<file path="src/rtl/cordic_pkg.sv">
// Shared constants for the rotation and vectoring CORDIC blocks.
// Angles are binary: 2^(ANGLE_W-1) LSB = 180 deg, wrapping naturally.
package cordic_pkg;

  localparam int unsigned ANGLE_W    = 24;
  localparam int unsigned K_Q16      = 39797;    // 0.607253 in Q16, inverse CORDIC gain
  localparam int unsigned ANGLE_90   = 4194304;  // 2^22
  localparam int unsigned ANGLE_180  = 8388608;  // 2^23
  localparam int unsigned ATAN_N     = 22;       // enough entries for ITER up to ANGLE_W-2
  localparam int unsigned ATAN_IDX_W = 5;

  typedef enum logic [1:0] {
    StIdle,
    StLoad,
    StRot,
    StDone
  } crd_state_e;

  // round(atan(2^-i) / pi * 2^23)
  localparam logic [ANGLE_W-1:0] ATAN_TABLE [ATAN_N] = '{
    24'd2097152, 24'd1238021, 24'd654136, 24'd332050,
    24'd166669,  24'd83416,   24'd41718,  24'd20860,
    24'd10430,   24'd5215,    24'd2608,   24'd1304,
    24'd652,     24'd326,     24'd163,    24'd81,
    24'd41,      24'd20,      24'd10,     24'd5,
    24'd3,       24'd1
  };

endpackage

</file>
<file path="src/rtl/cordic_rotate_if.sv">
// Start/done handshake and operand/result bundle for the rotation CORDIC.
interface cordic_rotate_if #(
  parameter int unsigned DATA_W = 24
);

  logic                     crd_start;
  logic signed [DATA_W-1:0] crd_magnitude;
  logic signed [DATA_W-1:0] crd_angle;
  logic                     crd_busy;
  logic                     crd_done;
  logic signed [DATA_W-1:0] crd_x;
  logic signed [DATA_W-1:0] crd_y;

  modport master (
    output crd_start, crd_magnitude, crd_angle,
    input  crd_busy, crd_done, crd_x, crd_y
  );

  modport slave (
    input  crd_start, crd_magnitude, crd_angle,
    output crd_busy, crd_done, crd_x, crd_y
  );

endinterface

</file>
<file path="src/rtl/cordic_atan_rom.sv">
// Combinational arctangent lookup shared by the CORDIC blocks.
module cordic_atan_rom
  import cordic_pkg::*;
(
  input  logic [ATAN_IDX_W-1:0] i_idx,
  output logic [ANGLE_W-1:0]    o_atan
);

  // Indices past the end of the table read as zero.
  always_comb begin
    o_atan = '0;
    if (i_idx < ATAN_IDX_W'(ATAN_N)) begin
      o_atan = ATAN_TABLE[i_idx];
    end
  end

endmodule

</file>
<file path="src/rtl/cordic_rotate.sv">
// Iterative rotation-mode CORDIC: (magnitude, angle) -> (x, y), one micro-step per clock.
module cordic_rotate
  import cordic_pkg::*;
#(
  parameter int unsigned DATA_W = 24,
  parameter int unsigned ITER   = 16,
  parameter int unsigned GUARD  = 2
) (
  input  logic           clk,
  input  logic           rst_n,
  cordic_rotate_if.slave crd
);

  localparam int unsigned DW = DATA_W + GUARD;  // x/y datapath width
  localparam int unsigned PW = DATA_W + 17;     // magnitude * K_Q16 + rounding
  localparam int unsigned IW = ATAN_IDX_W;

  localparam logic [DATA_W-1:0] Ang90   = {2'b01, {(DATA_W-2){1'b0}}};
  localparam logic [DATA_W-1:0] AngM90  = {2'b11, {(DATA_W-2){1'b0}}};
  localparam logic [DATA_W-1:0] Ang180  = {1'b1, {(DATA_W-1){1'b0}}};
  localparam logic [DATA_W-1:0] SatMax  = {1'b0, {(DATA_W-1){1'b1}}};
  localparam logic [DATA_W-1:0] SatMin  = {1'b1, {(DATA_W-1){1'b0}}};
  localparam logic [IW-1:0]     IterEnd = IW'(ITER - 1);

  crd_state_e r_state, w_state_nx;

  logic        [DATA_W-1:0] r_mag;
  logic signed [DATA_W-1:0] r_ang;
  logic signed [DW-1:0]     r_x, r_y;
  logic signed [DATA_W-1:0] r_z;
  logic        [IW-1:0]     r_iter;
  logic signed [DATA_W-1:0] r_xo, r_yo;

  logic        [PW-1:0]     w_prod;
  logic        [DW-1:0]     w_m;
  logic                     w_fold;
  logic                     w_last;
  logic                     w_d_pos;
  logic signed [DW-1:0]     w_xsh, w_ysh;
  logic signed [DW-1:0]     w_x_nx, w_y_nx;
  logic signed [DATA_W-1:0] w_z_nx;
  logic        [ANGLE_W-1:0] w_rom;
  logic signed [DATA_W-1:0] w_atan;

  // Clamp the widened datapath back to the output width.
  function automatic logic signed [DATA_W-1:0] sat(input logic signed [DW-1:0] v);
    logic signed [DW-1:0] lo;
    logic signed [DW-1:0] hi;
    lo = DW'($signed(SatMin));
    hi = DW'($signed(SatMax));
    if (v > hi) begin
      sat = $signed(SatMax);
    end else if (v < lo) begin
      sat = $signed(SatMin);
    end else begin
      sat = v[DATA_W-1:0];
    end
  endfunction

  cordic_atan_rom u_atan_rom (
    .i_idx  (r_iter),
    .o_atan (w_rom)
  );

  // The table is in ANGLE_W-bit binary angle; rescale when DATA_W differs.
  if (DATA_W >= ANGLE_W) begin : g_atan_up
    assign w_atan = DATA_W'(w_rom) << (DATA_W - ANGLE_W);
  end else begin : g_atan_dn
    assign w_atan = DATA_W'(w_rom >> (ANGLE_W - DATA_W));
  end

  // Gain pre-compensation, quadrant fold and one micro-rotation step.
  always_comb begin
    w_prod  = PW'(r_mag) * PW'(K_Q16) + PW'(32768);
    w_m     = DW'(w_prod >> 16);
    w_fold  = (r_ang > $signed(Ang90)) || (r_ang < $signed(AngM90));
    w_last  = (r_iter == IterEnd);
    w_d_pos = ~r_z[DATA_W-1];
    w_xsh   = r_x >>> r_iter;
    w_ysh   = r_y >>> r_iter;
    if (w_d_pos) begin
      w_x_nx = r_x - w_ysh;
      w_y_nx = r_y + w_xsh;
      w_z_nx = r_z - w_atan;
    end else begin
      w_x_nx = r_x + w_ysh;
      w_y_nx = r_y - w_xsh;
      w_z_nx = r_z + w_atan;
    end
  end

  // State register.
  always_ff @(posedge clk or negedge rst_n) begin
    if (!rst_n) begin
      r_state <= StIdle;
    end else begin
      r_state <= w_state_nx;
    end
  end

  // Next-state: start is only honoured in idle.
  always_comb begin
    w_state_nx = r_state;
    unique case (r_state)
      StIdle:  if (crd.crd_start) w_state_nx = StLoad;
      StLoad:  w_state_nx = StRot;
      StRot:   if (w_last) w_state_nx = StDone;
      StDone:  w_state_nx = StIdle;
      default: w_state_nx = StIdle;
    endcase
  end

  // Operand capture, iteration datapath and result registers.
  always_ff @(posedge clk or negedge rst_n) begin
    if (!rst_n) begin
      r_mag  <= '0;
      r_ang  <= '0;
      r_x    <= '0;
      r_y    <= '0;
      r_z    <= '0;
      r_iter <= '0;
      r_xo   <= '0;
      r_yo   <= '0;
    end else begin
      unique case (r_state)
        StIdle: begin
          if (crd.crd_start) begin
            r_mag <= crd.crd_magnitude;
            r_ang <= crd.crd_angle;
          end
        end
        StLoad: begin
          // Outside +/-90 deg: start from the opposite half-plane.
          r_x    <= w_fold ? -$signed(w_m) : $signed(w_m);
          r_y    <= '0;
          r_z    <= w_fold ? r_ang + Ang180 : r_ang;
          r_iter <= '0;
        end
        StRot: begin
          r_x    <= w_x_nx;
          r_y    <= w_y_nx;
          r_z    <= w_z_nx;
          r_iter <= r_iter + IW'(1);
          // Results land as DONE is entered so they are valid with the pulse.
          if (w_last) begin
            r_xo <= sat(w_x_nx);
            r_yo <= sat(w_y_nx);
          end
        end
        default: ;
      endcase
    end
  end

  // Status decoded straight from state.
  assign crd.crd_busy = (r_state != StIdle);
  assign crd.crd_done = (r_state == StDone);
  assign crd.crd_x    = r_xo;
  assign crd.crd_y    = r_yo;

endmodule
</file>
<file path="src/flat_wrapper.sv">
// flat-port wrapper written by rule: the top's interface ports become plain ports
module cordic_rotate_flat import cordic_pkg::*;
#(
  parameter int unsigned DATA_W = 24,
  parameter int unsigned ITER   = 16,
  parameter int unsigned GUARD  = 2
)
  (clk, rst_n, crd_crd_start, crd_crd_magnitude, crd_crd_angle, crd_crd_busy, crd_crd_done, crd_crd_x, crd_crd_y);
  cordic_rotate_if #(.DATA_W(DATA_W)) crd_i ();
  input  logic clk;
  input  logic rst_n;
  input wire logic [$bits(crd_i.crd_start)-1:0] crd_crd_start;
  input wire logic [$bits(crd_i.crd_magnitude)-1:0] crd_crd_magnitude;
  input wire logic [$bits(crd_i.crd_angle)-1:0] crd_crd_angle;
  output wire logic [$bits(crd_i.crd_busy)-1:0] crd_crd_busy;
  output wire logic [$bits(crd_i.crd_done)-1:0] crd_crd_done;
  output wire logic [$bits(crd_i.crd_x)-1:0] crd_crd_x;
  output wire logic [$bits(crd_i.crd_y)-1:0] crd_crd_y;
  assign crd_i.crd_start = crd_crd_start;
  assign crd_i.crd_magnitude = crd_crd_magnitude;
  assign crd_i.crd_angle = crd_crd_angle;
  assign crd_crd_busy = crd_i.crd_busy;
  assign crd_crd_done = crd_i.crd_done;
  assign crd_crd_x = crd_i.crd_x;
  assign crd_crd_y = crd_i.crd_y;
  cordic_rotate #(.DATA_W(DATA_W), .ITER(ITER), .GUARD(GUARD)) u_core (.clk(clk), .rst_n(rst_n), .crd(crd_i));
endmodule
</file>
<file path="config.mk">
export PLATFORM = sky130hd
export DESIGN_NAME = cordic_rotate_flat
export DESIGN_NICKNAME = d
export VERILOG_FILES = /design/src/rtl/cordic_pkg.sv /design/src/rtl/cordic_rotate_if.sv /design/src/rtl/cordic_atan_rom.sv /design/src/rtl/cordic_rotate.sv /design/src/flat_wrapper.sv
export SDC_FILE = /design/constraint.sdc
export NUM_CORES = 1
export LEC_CHECK = 0
export ABC_AREA = 1
export CORE_UTILIZATION = 65
export DETAILED_ROUTE_END_ITERATION = 8
export PLACE_DENSITY = 0.95
export RECOVER_POWER = 25
export SLEW_MARGIN = 20
export SYNTH_ARGS = -nofsm -noshare
export SYNTH_HDL_FRONTEND = slang
export SYNTH_SLANG_ARGS = --single-unit
</file>
<file path="constraint.sdc">
create_clock -name clk -period 17.6 [get_ports clk]
set_clock_uncertainty 0.05 [all_clocks]
set_input_delay 2.64 -clock clk [delete_from_list [all_inputs] [get_ports clk]]
set_output_delay 2.64 -clock clk [all_outputs]
set_load 0.1 [all_outputs]
</file>
Word-level counts from Yosys, hierarchy flattened
Memories as Yosys holds them, arrays and structs flattened.
Index checks and enable logic that the tools add are counted.
{ "classes": {"n_addsub": 10, "n_mul": 1, "n_div": 0, "magnitude_cmp": 8, "n_eq_ne": 6, "shifts": 2, "n_mux": 19, "bitwise_logic": 1, "reduce_logical": 7} }
{ "ops": {"columns": ["op", "n"], "rows": [
  ["2-to-1 mux 24 bit", 9],
  ["case mux 26 bit (2 select lines)", 2],
  ["2-to-1 mux 26 bit", 3],
  ["adder 26 bit", 2],
  ["> comparator 26 x 24 -> 1 bit, second input constant", 2],
  ["< comparator 26 x 24 -> 1 bit, second input constant", 2],
  [">>> shifter 26 x 5 -> 26 bit", 2],
  ["subtractor 26 bit", 2],
  ["case mux 24 bit (2 select lines)", 1],
  ["adder 40 x 16 -> 41 bit, second input constant", 1],
  ["multiplier 24 x 16 -> 40 bit, second input constant", 1],
  ["negation 25 -> 26 bit", 1],
  ["adder 24 bit", 1],
  ["adder 24 bit, second input constant", 1],
  ["> comparator 24 bit, second input constant", 1],
  ["< comparator 24 x 23 -> 1 bit, second input constant", 1],
  ["subtractor 24 bit", 1],
  ["case mux 5 bit (2 select lines)", 1],
  ["case mux 2 bit (4 select lines)", 1],
  ["greater-or-equal comparator 6 bit, second input constant", 1],
  ["NOT 5 -> 6 bit", 1],
  ["AND reduction 2 bit", 3],
  ["adder 5 x 1 -> 5 bit, second input constant", 1],
  ["== test 5 x 4 -> 1 bit, second input constant", 1],
  ["other kinds (9)", 12]
]} }
{ "word_totals": {"register_bits": 179, "latchBits": 0, "ram_bits": 0, "romBits": 768, "input_bits": 51, "output_inout_bits": 50, "word_cells": 64, "n_memories": 1} }
{ "memory_table": {"columns": ["name", "words", "word_bits", "read_ports", "rd_clocked_by_memory_dff", "wr", "line_no", "text"], "rows": [
  ["(no name shown)", 32, 24, 1, 0, 0, "cordic_atan_rom.sv:13", "o_atan = ATAN_TABLE[i_idx];"]
]} }

Depth between registers and ports, before layout
Gate-level depths: netlist (run 1).
{ "logic_depth": {"ltp_word": 8, "ltp_mapped": 40, "ltp_nobuf": 37} }

Hierarchy
Synthesis (run 1) repeated with hierarchy kept, for this count alone.
{ "hier_totals": {"cells_unflattened": 3590, "area_unflattened_um2": 25062.8} }
{ "by_module_without_submodules": {"columns": ["module", "n_inst", "cells_each", "area_each_um2"], "rows": [
  ["cordic_rotate", 1, 3474, 24374.6],
  ["cordic_atan_rom", 1, 116, 688.2]
]} }

Least setup slack after synthesis (run 1)
No wires, ideal clock.
{ "synth_path": {"path_kind": "register to register", "from": "reg u_core.r_mag[7]", "to": "reg u_core.r_x[22]", "setup_ns": 0.113, "arrival_time_ns": 5.903, "required_time_ns": 17.437, "slack_ns": 11.534, "path_stages_with_launch": 29, "path_buffers": 0, "cell_sequence": "dfrtp_1 > inv_1 > fa_1 > fa_1 > inv_1 > fa_1 > fa_1 > fa_1 > inv_1 > fa_1 > inv_1 > ha_1 > nand2_1 > nor2_1 > nand2_1 > o21ai_0 > xor2_1 > ha_1 > nand3_1 > nor2_1 > nand3_1 > nor2_1 > nand2_1 > nand2_1 > nand2_1 > nand2_1 > nand3_1 > nand2_1 > inv_1"} }
{ "synth_between": {"elab_chain_len": 5} }
{ "synth_rtl": {"columns": ["element", "line_no", "text"], "rows": [
  ["start: declaration", "cordic_rotate.sv:27", "logic [DATA_W-1:0] r_mag;"],
  ["start signal: assignment", "cordic_rotate.sv:128", "r_mag <= crd.crd_magnitude;"],
  ["multiplier 24 x 16 -> 40 bit (*)", "cordic_rotate.sv:74", "w_prod = PW'(r_mag) * PW'(K_Q16) + PW'(32768);"],
  ["adder 40 x 16 -> 41 bit (*)", "cordic_rotate.sv:74", null],
  ["negation 25 -> 26 bit", "cordic_rotate.sv:134", "r_x <= w_fold ? -$signed(w_m) : $signed(w_m);"],
  ["2-to-1 mux 26 bit (*)", "cordic_rotate.sv:134", null],
  ["case mux 26 bit (2 select lines) (*)", "cordic_rotate.sv:125", "unique case (r_state)"],
  ["end signal: assignment", "cordic_rotate.sv:134", null],
  ["end signal: assignment", "cordic_rotate.sv:140", "r_x <= w_x_nx;"],
  ["end: declaration", "cordic_rotate.sv:29", "logic signed [DW-1:0] r_x, r_y;"]
]} }
Every way passes the cells marked *; elsewhere a longest branch is shown, timed or not.
A chain may end at the register's enable or synchronous reset.

==> results.txt, run 1 <==
The flow ran to the end, but the final reports show violations. The checks that failed: capacitance limit, slew limit. The share of flip-flops with an asynchronous set or reset is 100%. The total congestion overflow after global routing came out at 0.

The final critical path time including I/O delays and setup is 7.65 ns. Setup repair after global routing left no endpoint under its margin. The number of global-route vias before repair came out at 23700. The count of state elements after synthesis is 179. The die is 197 microns wide. The final weighted congestion of routability-driven global placement is 1.03. The site row count is 71. STA classifies the critical path endpoint as an asynchronous set/reset pin. The family of cells with the greatest summed delay on the critical path is buffers and inverters. Counting distinct cell types in the post-synthesis netlist gives 52.

The number of DRC markers in iteration 0 came out at 2555. The number of antenna violations at the first check in global routing is 0. The total clock sinks is 179.

The via total after detailed routing is 24400. The total I/O pin count is 101. In this run the cell area measured after placement is 25900 sq um.

In the layout the commonest cells are 925 x sky130_fd_sc_hd__nand2_1, 539 x sky130_fd_sc_hd__inv_1, 276 x sky130_fd_sc_hd__nand3_1. The worst hold path begins at u_core.crd.crd_y[18]. The area share of the largest cell type after synthesis came out at 18.1%. Clock latency on the worst-skew pair, taken at its later pin, is 0.49 ns. The cell count after synthesis is 3529. The antenna diode count is 0. Relative to the synthesized area, the layout overhead comes to 7.22%.

After the last flow step, the layout net total stands at 4032. No sink is reached through more buffers than the 2 on the longest clock path. The half-perimeter wire length of the detailed placement result came out at 56.1 mm. In this run the cell area of the synthesized design comes to 24700 sq um. The floorplan step defined a die boundary enclosing 38800 sq um. The count of fill cells added during filler insertion is 3163.

The count of unresolved DRC violations after routing came out at 0. The path category of the worst min-delay check is flop to flop. Counting flops with a built-in enable in the synthesized netlist gives 0. Gates resized during post-CTS repair numbered 0. The via density per instance came out at 5.99.

Across the run, the number of max-cap violations was 5. The count of warnings emitted by yosys came out at 0. The largest single stage delay on the critical path is 2.79 ns. For this configuration, the core starts out at a cell density of 65.9%.

The sort of element at the start of the critical path is an input port. The final clock period utilization by the worst path came out at 43.5%. The TritonCTS clock tree is yes. After routing the design area is 26500 sq um.

The count of hold buffers inserted by post-cts repair came out at 0. Counting stages on the worst path, the most repeated cell is sky130_fd_sc_hd__clkbuf_1. By startpoint and endpoint, the worst setup path is classified as input port to asynchronous set/reset pin. The share of final-layout standard cells stronger than drive strength 1 came out at 3.41%.

The first global-routing pass estimated 118 mm of wire. Port buffering added 100 buffers. The number of setup buffers added after CTS came out at 0. Ranked by total cell area, the synthesized netlist is headed by sky130_fd_sc_hd__dfrtp_1 18%, sky130_fd_sc_hd__nand2_1 14%, sky130_fd_sc_hd__fa_1 13%. The total CTS buffers is 17. Counting every net in the synthesized netlist gives 4001. The core outline area is 37500 sq um. The critical path's slowest cell is sky130_fd_sc_hd__clkbuf_1. The maximum frequency from static timing analysis is 131 MHz. After clock tree synthesis, the clock-pin slew on the worst setup and hold paths is 0.08 ns. The final layout contains routed wiring with a total length of 72.5 mm. The final total negative setup slack is 0 ns. CTS placed an instance of sky130_fd_sc_hd__clkbuf_16 at the clock tree root. The number of iterations in the first detailed-routing pass is 8. The critical path goes through clkbuf_1 -> clkbuf_1.

The global-route total usage across every layer is 38.2%. The largest fanout of any net on the critical path came out at 75. The number of endpoints with negative hold slack in the final report is 0. The pin slew with the least headroom to its limit came out at 4.07 ns. Of all cell types, the one taking the most synthesized area is sky130_fd_sc_hd__dfrtp_1.

After detailed routing, the average wire length per cell comes to 17.8 microns. In this run the remaining antenna-violating nets after routing total 0. Each instance of the synthesized netlist takes up on average 7.00 sq um. The required time of the worst setup path is 17.42 ns. The number of endpoints failing setup at the final stage is 0. The pin count of the biggest net entering global routing came out at 89.

Among all flip-flop cells after synthesis, the most frequent one is sky130_fd_sc_hd__dfrtp_1. The post-synthesis sequential area ratio came out at 18.1%. The core occupancy in the finished layout came out at 70.6%. The number of pins exceeding their max-slew limit in the final report is 206.

The chip height is 197 microns. At the worst endpoint, the arrival time is 7.47 ns. The depth of the CTS H-tree came out at 4. The most common cell after layout, fill and taps aside is sky130_fd_sc_hd__nand2_1. The reg-to-reg startpoint is u_core.r_mag[12]. The critical path starts at rst_n. The worst relative slew slack is -171%. Together, buffers and inverters on the worst path number 2.
-- sequential cells by signal (all words and copies together), names as in the netlist --
name              flops
u_core.r_z           24
u_core.r_iter         5
u_core.r_mag         24
u_core.crd.crd_y     24
u_core.r_ang         24
u_core.r_state        2
u_core.r_x           26
u_core.r_y           26
u_core.crd.crd_x     24
-- layer usage --
metal	track usage [%]	part of all wire (%)	up-vias
li1	-	-	11400
met2	61.4	45	1407
met3	7.38	9.7	329
met1	49.7	40	11300
met4	17.9	4.9	0
met5	0	0	-
-- kinds of logic after synthesis --
family	Yosys count	synth area share [%]
compound gates	531	12.8
simple gates	1586	26.6
fa+ha+maj	421	26.3
flops	179	18.1
xor+xnor	148	5.25
mux	8	0.365
buf+inv	656	10.6
-- synth_stat cells, types with 2 or more instances --
cell and number:
sky130_fd_sc_hd__nand4_1 22, sky130_fd_sc_hd__a21o_1 15, sky130_fd_sc_hd__nand2_1 926, sky130_fd_sc_hd__nor4_1 12
sky130_fd_sc_hd__nand2_2 8, sky130_fd_sc_hd__a21oi_2 28, sky130_fd_sc_hd__a211oi_1 2, sky130_fd_sc_hd__nand3_2 7
sky130_fd_sc_hd__nor2_1 275, sky130_fd_sc_hd__o21a_1 12, sky130_fd_sc_hd__or2_2 5, sky130_fd_sc_hd__clkbuf_1 50
sky130_fd_sc_hd__xnor2_1 55, sky130_fd_sc_hd__fa_1 163, sky130_fd_sc_hd__o211ai_1 28, sky130_fd_sc_hd__a32oi_1 3
sky130_fd_sc_hd__buf_6 10, sky130_fd_sc_hd__nor2_2 5, sky130_fd_sc_hd__o21bai_1 7, sky130_fd_sc_hd__xor2_1 93
sky130_fd_sc_hd__inv_2 6, sky130_fd_sc_hd__buf_2 25, sky130_fd_sc_hd__buf_4 14, sky130_fd_sc_hd__a21boi_0 2
sky130_fd_sc_hd__dfrtp_1 179, sky130_fd_sc_hd__o21ai_0 133, sky130_fd_sc_hd__nor3_1 41, sky130_fd_sc_hd__inv_1 539
sky130_fd_sc_hd__mux2_2 8, sky130_fd_sc_hd__and2_1 2, sky130_fd_sc_hd__a22o_1 16, sky130_fd_sc_hd__buf_1 9
sky130_fd_sc_hd__o2111ai_1 3, sky130_fd_sc_hd__o31ai_1 6, sky130_fd_sc_hd__a21oi_1 209, sky130_fd_sc_hd__a31oi_1 12
sky130_fd_sc_hd__nand3b_1 4, sky130_fd_sc_hd__o221ai_1 16, sky130_fd_sc_hd__o21ai_1 12, sky130_fd_sc_hd__clkinv_1 3
sky130_fd_sc_hd__nand3_1 276, sky130_fd_sc_hd__o22ai_1 21, sky130_fd_sc_hd__ha_1 258
-- layout make-up --
class / instances / area [sq um] / share of cell area (%)
clock inverters: 14 / 140 / 0.529
multi-input cells: 2694 / 17600 / 66.5
inverters: 548 / 2060 / 7.77
flip-flops and latches: 179 / 4480 / 16.9
clock buffers: 18 / 429 / 1.62
well taps: 511 / 639 / 2.42
repair buffers: 120 / 1130 / 4.27
-- final timing paths --
path | cells past startpoint | slack (ns) | endpoint
hold reg to reg | 2 | 0.43 | u_core.crd.crd_y[18]
min in group asynchronous | 1 | 3.51 | u_core.crd.crd_y[22]
setup reg to reg | 25 | 10.47 | u_core.r_x[21]
hold / removal | 2 | 0.43 | u_core.crd.crd_y[18]
max in group clk | 25 | 10.47 | u_core.r_x[21]
setup / recovery | 2 | 9.95 | u_core.r_iter[0]
-- per-stage QoR --
step	setup slack, ns	hold WS, ns	std cells
after floorplan	11.53	0.415	3529
after global placement	10.68	0.413	4052
after detailed placement	10.67	0.414	4052
after CTS	10.68	0.435	4084
after global routing	8.91	0.467	4084
final	9.95	0.434	4084
Power of run 1 is not shown: default switching activity piles up to over one toggle a cycle in this logic, so the estimate is an artifact.
==> inputs of run 2 (changes only) <==
--- a/config.mk
+++ b/config.mk
@@ -6,7 +6,7 @@
 export NUM_CORES = 1
 export LEC_CHECK = 0
 export ABC_AREA = 1
-export CORE_UTILIZATION = 65
+export CORE_UTILIZATION = 64
 export DETAILED_ROUTE_END_ITERATION = 8
 export PLACE_DENSITY = 0.95
 export RECOVER_POWER = 25
==> constraint.sdc (replaced) <==
create_clock -name clk -period 7.4 [get_ports clk]
set_clock_uncertainty 0.05 [all_clocks]
set_input_delay 1.11 -clock clk [delete_from_list [all_inputs] [get_ports clk]]
set_output_delay 1.11 -clock clk [all_outputs]
set_load 0.1 [all_outputs]
==> run 2 against run 1 <==
Via count is 0.54% lower. Utilization down 0.40 points. Final area rose by 0.38%. Largest cell class unchanged. Final cell count is 0.15% higher. The run still ends with capacitance limit, slew limit left. Die area up 1.5%. Non-clock buffer count grew 6.
==> results.txt, run 2 (synthesis gave the netlist of run 1 again) <==
The number of global-route vias before repair came out at 23400 (-1.1%). The number of pins exceeding their max-slew limit in the final report came out at 72 (-65%). The worst setup path is launched from a flop. The area added between synthesis and finish is 7.62%.

TritonCTS built the clock tree. The depth of the CTS H-tree came out at 4 (unchanged). The min-delay analysis places its worst path in the category flop to flop.

The chip width is 198 microns (+0.77%). The number of antenna violations at the first check in global routing came out at 2 (+2). The full die area came to 39400 sq um (+1.5%). The chip height came out at 198 microns (+0.77%). The number of setup buffers added after CTS came out at 0 (unchanged). The arrival time at the worst endpoint came to 7.21 ns (-0.26 ns). The site row count is 71 (unchanged). The share of final-layout standard cells stronger than drive strength 1 is 3.74% (+0.33 points). The clock-pin slew on the worst setup and hold paths came out at 0.08 ns (about the same). The number of iterations in the first detailed-routing pass came out at 7 (-1). The count of buffer and inverter cells on the critical path was 5 (+3). The total CTS buffers is 17 (unchanged). The worst relative slew slack is -171% (+0.40 points). Setup repair after global routing left no endpoint under its margin. The maximum frequency from static timing analysis came out at 145 MHz. The number of DRC markers in iteration 0 was 2316 (-9.4%). In the layout the commonest cells are 925 x sky130_fd_sc_hd__nand2_1, 539 x sky130_fd_sc_hd__inv_1, 276 x sky130_fd_sc_hd__nand3_1.

The via density per instance is 5.94 (-0.69%). The total I/O pin count is 101 (unchanged). The later-pin clock latency in the skew report is 0.48 ns (about the same). STA classifies the critical path endpoint as a flop. The number of endpoints failing setup at the final stage is 0 (unchanged).

The total congestion overflow after global routing came out at 0 (unchanged). The final reports fail on capacitance limit, slew limit. The overall routed net length is 71.7 mm (-1.1%). The antenna diode count came out at 0 (unchanged). The routed length per instance is 17.5 microns (-1.2%). The number of buffer cells added on primary ports is 100 (unchanged). The routed length on met2 came out at 32.9 mm (-0.21%). The library cell used most frequently in the layout, excluding fill and tap cells, is sky130_fd_sc_hd__nand2_1. The pin slew with the least headroom to its limit came out at 4.06 ns (-0.00594 ns).

The net total in the final layout came out at 4038 (+0.15%). The half-perimeter wire length of the detailed placement result came to 56.7 mm (+1.1%). The final cell count without fillers came out at 4090 (+0.15%). The global-route total usage across every layer is 37.7% (-0.53 points). The core outline area is 37800 sq um (+0.95%). The number of nets with antenna violations after detailed routing is 0 (unchanged). The longest individual stage delay on the worst path came out at 0.61 ns (-2.18 ns). The final total negative setup slack is 0 ns (unchanged).

The critical path is of the flop to flop type. The via total after detailed routing is 24300 (-0.54%). The number of instances in the placed design came out at 4058 (+0.15%).

The kind of cell with the highest combined delay along the critical path is adder cells. The initial standard-cell utilization of the core came to 65.2% (-0.62 points). The routed length on met1 is 29.2 mm (+0.93%).

The count of unresolved DRC violations after routing came out at 0 (unchanged). The run finished, with violations left. The final critical path time including I/O delays and setup came out at 6.88 ns. The total clock sinks came out at 179 (unchanged). The required time of the worst setup path is 7.73 ns (-9.69 ns). After detailed routing, no signal wire sits above met5. The count of maximum capacitance violations is 1 (-4). The pin count of the biggest net entering global routing is 89 (unchanged). The count of hold buffers inserted by post-cts repair is 0 (unchanged). The critical path's slowest cell is sky130_fd_sc_hd__dfrtp_1. The number of endpoints with negative hold slack in the final report is 0 (unchanged). The final clock period utilization by the worst path is 93.0%. The final weighted congestion of routability-driven global placement came out at 1.08 (+4.5%). The count of fill cells added during filler insertion is 3141 (-0.70%).

Clock tree synthesis selected as its root buffer the cell sky130_fd_sc_hd__clkbuf_16. The largest fanout of any net on the critical path is 8 (-89%). The critical path's most frequent cell is sky130_fd_sc_hd__nand2_1. The maximum buffer depth of the clock tree is 2 (unchanged). The first-pass GRT wire length came to 117 mm (-0.70%). The largest registers in the layout are u_core.r_x (26), u_core.r_y (26).

The number of gates resized after cts is 0 (unchanged). The routed length on met3 came out at 6.52 mm (-7.4%).
[run 2: cell types whose count changed in the layout (fill, tap and decap cells not counted), sizes merged]
| cell | change |
|---|---|
| dlygate4sd3 | -1 |
| clkdlybuf4s50 | +1 |
| inv | +1 |
| bufinv | +2 |
| buf | +9 |
| clkbuf | -2 |
| clkinv | -4 |
[run 2: worst paths after layout]
check / to / cells after the start / startpoint / slack (ns)
worst max-delay path: u_core.r_x[22] / 28 / u_core.r_mag[6] / 0.52
worst max register to register: u_core.r_x[22] / 28 / u_core.r_mag[6] / 0.52
worst min register to register: u_core.crd.crd_y[21] / 2 / u_core.crd.crd_y[21] / 0.43
worst min-delay path: u_core.crd.crd_y[21] / 2 / u_core.crd.crd_y[21] / 0.43
max in group asynchronous: u_core.r_ang[9] / 2 / rst_n / 2.50
min in group asynchronous: u_core.crd.crd_x[10] / 1 / rst_n / 2.01
[run 2: worst register-to-register path: cells and delay by family (launching register included)]
kind | cells | cell delay, ns
AND/OR/NAND/NOR | 13 | 1.46
flip-flops | 1 | 0.61
buffers and inverters | 5 | 0.43
AO/OA/AOI/OAI | 1 | 0.31
XOR/XNOR | 1 | 0.30
adder cells (fa/ha/maj) | 8 | 3.64
[run 2: cell type report]
cell class | instances | area, sq um | share of cell area, %
Inverter | 548 | 2060 | 7.74
Tap cell | 511 | 639 | 2.41
Sequential cell | 179 | 4480 | 16.9
Clock buffer | 19 | 443 | 1.67
Timing Repair Buffer | 126 | 1190 | 4.47
Clock inverter | 13 | 164 | 0.617
Multi-Input combinational cell | 2694 | 17600 | 66.2
[run 2: per-stage QoR]
stage | util (%) | setup WS, ns | hold WS [ns] | area [sq um]
6_report | 70.2 | 0.519 | 0.429 | 26600
2_1_floorplan | - | 1.33 | 0.415 | 24700
3_3_place_gp | 68.6 | 0.605 | 0.413 | 26000
4_1_cts | 70.2 | 0.556 | 0.435 | 26600
3_5_place_dp | 68.6 | 0.590 | 0.417 | 26000
5_1_grt | 70.2 | 0.0795 | 0.459 | 26600
[run 2: layer usage]
layer | vias to the layer above | track usage, %
li1 | 11500 | -
met2 | 1293 | 61.3
met3 | 240 | 6.65
met4 | 4 | 17.2
met5 | - | 0
met1 | 11300 | 49.1
Power of run 2 is left out for the same reason.
